<file path="config.mk">
export PLATFORM = sky130hd
export DESIGN_NAME = phy_detect_ctrl
export DESIGN_NICKNAME = d
export VERILOG_FILES = /design/src/rtl/phy_detect_ctrl.sv
export SDC_FILE = /design/constraint.sdc
export NUM_CORES = 1
export LEC_CHECK = 0
export ABC_AREA = 1
export CORE_AREA = 2 2 42 44
export DETAILED_ROUTE_END_ITERATION = 6
export DIE_AREA = 0 0 44 46
export PLACE_DENSITY_LB_ADDON = 0.05
export SYNTH_ARGS = -nofsm -noshare
export SYNTH_HDL_FRONTEND = slang
export SYNTH_SLANG_ARGS = --single-unit
</file>
<file path="constraint.sdc">
create_clock -name clock -period 2.51 [get_ports clock]
set_input_delay 0.753 -clock clock [delete_from_list [all_inputs] [get_ports clock]]
set_output_delay 0.753 -clock clock [all_outputs]
set_load 0.005 [all_outputs]
</file>
<file path="src/rtl/phy_detect_ctrl.sv">
// rtl/phy_detect_ctrl.sv - PHY power-up handshake and receiver-detect sequencer
module phy_detect_ctrl #(
    parameter int PWRUP_CYCLES = 16,
    parameter int DET_WAIT     = 8
) (
    input  logic clock,
    input  logic Reset,
    input  logic TXDETECTRX,
    input  logic TXELECIDLE,
    input  logic RXDET_O,
    output logic TXIDLE,
    output logic RXDET,
    output logic PHYSTATUS,
    output logic RX_PRESENT,
    output logic BUSY
);

    typedef enum logic [2:0] {
        S_PWRUP      = 3'd0,
        S_PWRUP_DONE = 3'd1,
        S_IDLE       = 3'd2,
        S_DETECT     = 3'd3,
        S_REPORT     = 3'd4,
        S_WAIT_REL   = 3'd5
    } state_t;

    // Terminal counts; both are at most 254 so the 8-bit counter never wraps.
    localparam logic [7:0] C_PWRUP_LAST = 8'(PWRUP_CYCLES - 1);
    localparam logic [7:0] C_DET_LAST   = 8'(DET_WAIT - 1);

    state_t     r_state;
    logic [7:0] r_cnt;
    logic       r_det_cap;

    state_t     w_next_state;
    logic [7:0] w_next_cnt;
    logic       w_next_det_cap;

    logic       r_txidle;
    logic       r_rxdet;
    logic       r_phystatus;
    logic       r_rx_present;
    logic       r_busy;

    // State register: reset restarts the power-up sequence from any state.
    always_ff @(posedge clock) begin
        if (!Reset) begin
            r_state   <= S_PWRUP;
            r_cnt     <= 8'd0;
            r_det_cap <= 1'b0;
        end else begin
            r_state   <= w_next_state;
            r_cnt     <= w_next_cnt;
            r_det_cap <= w_next_det_cap;
        end
    end

    // Next-state, counter and detect-capture logic.
    always_comb begin
        w_next_state   = r_state;
        w_next_cnt     = r_cnt;
        w_next_det_cap = r_det_cap;
        case (r_state)
            S_PWRUP: begin
                if (r_cnt == C_PWRUP_LAST) begin
                    w_next_state = S_PWRUP_DONE;
                    w_next_cnt   = 8'd0;
                end else begin
                    w_next_cnt = r_cnt + 8'd1;
                end
            end
            S_PWRUP_DONE: begin
                w_next_state = S_IDLE;
            end
            S_IDLE: begin
                // A request without electrical idle is a loopback request and is ignored.
                if (TXDETECTRX && TXELECIDLE) begin
                    w_next_state = S_DETECT;
                end
            end
            S_DETECT: begin
                if (r_cnt == C_DET_LAST) begin
                    w_next_det_cap = RXDET_O;
                    w_next_cnt     = 8'd0;
                    w_next_state   = S_REPORT;
                end else begin
                    w_next_cnt = r_cnt + 8'd1;
                end
            end
            S_REPORT: begin
                w_next_state = S_WAIT_REL;
            end
            S_WAIT_REL: begin
                // Wait for the MAC to drop the level request so it cannot retrigger.
                if (!TXDETECTRX) begin
                    w_next_state = S_IDLE;
                end
            end
            default: begin
                w_next_state = S_PWRUP;
                w_next_cnt   = 8'd0;
            end
        endcase
    end

    // Registered Moore outputs decoded from the current state.
    always_ff @(posedge clock) begin
        if (!Reset) begin
            r_txidle     <= 1'b1;
            r_rxdet      <= 1'b0;
            r_phystatus  <= 1'b0;
            r_rx_present <= 1'b0;
            r_busy       <= 1'b1;
        end else begin
            r_txidle     <= (r_state == S_IDLE) ? TXELECIDLE : 1'b1;
            r_rxdet      <= (r_state == S_DETECT);
            r_phystatus  <= (r_state == S_PWRUP_DONE) || (r_state == S_REPORT);
            r_rx_present <= (r_state == S_REPORT) && r_det_cap;
            r_busy       <= (r_state != S_IDLE);
        end
    end

    assign TXIDLE     = r_txidle;
    assign RXDET      = r_rxdet;
    assign PHYSTATUS  = r_phystatus;
    assign RX_PRESENT = r_rx_present;
    assign BUSY       = r_busy;

endmodule

</file>
==> key figures <==
Worst hold path
  – Hold_sp: r_det_cap
  – Worst Hold Path EP: RX_PRESENT
  – Worst Hold Depth: 2
  – Hold Crit Class: register to register

Placement
  – Detailed Place HPWL: 1270 um
  – Routability Congestion: 0.798
  – Pre-CTS WS: 0.392 ns
  – Port Buffers: 9

Floorplanning
  – DIE AREA: 2020 um2
  – Die X: 44 um
  – Initial Util: 0.534
  – Io pins: 10
  – Area of the core: 1610 um2
  – Die height: 46 um
  – Row cnt: 15

STA
  – Worst Slack Setup Final: 0.639 ns
  – Max-slew headroom: 0.827
  – Slew @ Worst Pin: 0.260 ns
  – Fmax: 0.534 GHz
  – Final setup fails: 0
  – Fin. Hold Viols: 0
  – Setup Skew: 0.00750 ns
  – RSZ-0062 raised after global routing: false
  – Final max-slew violation count: 0
  – Final min period: 1.87 ns
  – Final setup TNS: 0 ns
  – Final period utilization: 0.746

Cells and area
  – Synth-to-Final Area Change: 16.4%
  – Final Core Density: 0.622
  – Antenna cell count: 0
  – Fin nets: 140
  – Layout cell share with drive strength beyond 1: 0.165

Setup path
  – Worst reg2reg path startpoint: r_cnt[0]
  – WS Path Type: register to output port
  – Crit-path cells: clkdlybuf4s50_1
  – Reg2reg setup slack: 1.04 ns
  – Reg2Reg Depth: 8
  – WP data arrival: 1.12 ns
  – Crit path launch: RXDET
  – Element type at the critical path end: output port
  – Worst path bufs/invs: 1
  – Worst path slowest cell: clkdlybuf4s50_1
  – Max stage delay on crit path: 0.49 ns
  – RR Endpoint: r_cnt[1]
  – CP startpoint kind: register
  – Top delay family on crit path: buffers and inverters
  – Worst Path Required: 1.76 ns
  – Crit-path max FO: 1

Power
  – P_leak: 0.444 nW
  – Total power divided by cell area: 867 nW/um2
  – Peak supply drop: 0.521 mV

Global route
  – Global route overflow: 0
  – M3 GR Usage: 0.0357
  – Busiest grt layer: met2
  – GR met2 Demand/Resource: 0.318
  – Largest net degree at the start of global routing: 12
  – First-pass GRT wire length: 2870 um
  – Gr usage total: 0.197
  – Vias in the first global route: 656
  – Initial antenna violation count: 0
  – Routing usage on met1: 0.255

Clocking
  – CTS Hold Bufs: 0
  – Clock transition at the registers of the reported paths: 0.11 ns
  – PostCTS Resize Cnt: 0
  – Longest Clk Path Bufs: 2
  – H-tree Lvls: 1
  – Inserted Clock Buffers: 3
  – CTS Root Cell: clkbuf_4
  – Sink Count: 17
  – CTS tree: yes
  – Setup bufs post-CTS: 0
  – Worst-Skew Late Latency: 0.30 ns

Synthesis
  – Avg Inst Size Synth: 7.18 um2
  – Top-count cell post-synth: nand2_1
  – Leading area contributor after synthesis: dfxtp_1
  – Mapped cell area: 862 um2
  – Synth Net Count: 126
  – FFs w/ async S/R, synth: 0
  – Top cells by area, synth: dfxtp_1 (39%), nand2_1 (11%), nor2_1 (6.5%)
  – Post-Synthesis Cells: 120
  – Synth Register Bits: 17
  – Area share of the largest cell type after synthesis: 0.395
  – Post-synth top cells: nand2_1 (26), dfxtp_1 (17), nor2_1 (15)
  – Predominant post-synthesis flop cell: dfxtp_1
  – Post-synthesis sequential area ratio: 0.395
  – EDFF count, synth: 0
  – Ys Warns: 0
  – Synth unique cells: 22

Run status
  – Outcome: complete, no violations

Drt
  – Via count: 776
  – Wirelength per Cell: 10.7 um
  – Via/cell ratio: 5.17
  – Post-route ant nets: 0
  – Drt pass-1 iters: 4
  – DRT iter0 DRCs: 15
  – DRC viols: 0
  – Drt total wl: 1610 um

Run
  – MaxCap Viol Count: 0
==> worst max-delay path by stage <==
stage	cells past startpoint	slack, ns	endpoint
floorplan	4	1.16	TXIDLE
global placement	5	0.43	TXIDLE
detailed placement	5	0.39	TXIDLE
CTS	1	0.62	RXDET
global route	1	0.58	TXIDLE
finish	1	0.64	RXDET
==> registers in the layout (all words and copies together) (netlist names) <==
register / flops
RXDET: 1
r_state: 3
BUSY: 1
PHYSTATUS: 1
RX_PRESENT: 1
r_det_cap: 1
TXIDLE: 1
r_cnt: 8
==> cell usage in the layout (no fill, tap or decap), drive strengths merged <==
| master | instances |
|---|---|
| o21bai | 1 |
| a21oi | 9 |
| xnor2 | 1 |
| clkdlybuf4s50 | 9 |
| ha | 1 |
| clkinvlp | 1 |
| nand4 | 1 |
| or2 | 1 |
| dfxtp | 17 |
| nand3b | 1 |
| xor2 | 1 |
| clkbuf | 3 |
| inv | 16 |
| nand3 | 10 |
| nand2 | 28 |
| o21a | 2 |
| nor3 | 4 |
| nor2 | 21 |
| o21ai | 6 |
==> report_power, final <==
part / leakage [nW] / internal, W / total (W) / switching (W)
clock: 0.0139 / 0.0000607 / 0.000154 / 0.0000937
sequential: 0.138 / 0.000312 / 0.000356 / 0.0000439
combinational: 0.292 / 0.000140 / 0.000359 / 0.000219
total: 0.444 / 0.000514 / 0.000870 / 0.000356
==> cells by family after synthesis <==
logic type | share of synthesized area
AND/OR/NAND/NOR | 0.379
AO/OA/AOI/OAI | 0.122
flip-flops | 0.395
buffers and inverters | 0.0697
XOR/XNOR | 0.0203
adder cells (fa/ha/maj) | 0.0145
==> metal layers <==
layer,up-vias,part of all wire,routed length (um)
li1,411,-,-
met1,348,0.47,750
met2,13,0.49,790
met3,4,0.025,41
met4,0,0.016,26
met5,-,0,0
==> layout make-up <==
type                    instances  area (um2)
fillers                       164         611
well taps                      17        21.3
clock buffers                   3        22.5
inverters                      16        60.1
multi-input cells              87         462
repair buffers                  9        90.1
clock inverters                 1        7.51
flip-flops and latches         17         340
==> through the flow <==
step                std cells  total power [W]  instance area, um2  hold WS [ns]
finish                    150         0.000870                1000         0.459
global route              150         0.000945                1000         0.493
CTS                       150         0.000881                1000         0.460
detailed placement        146         0.000724                 973         0.444
global placement          146         0.000721                 973         0.442
floorplan                 120         0.000631                 862         0.424
Power figures use the tool's default switching activity.
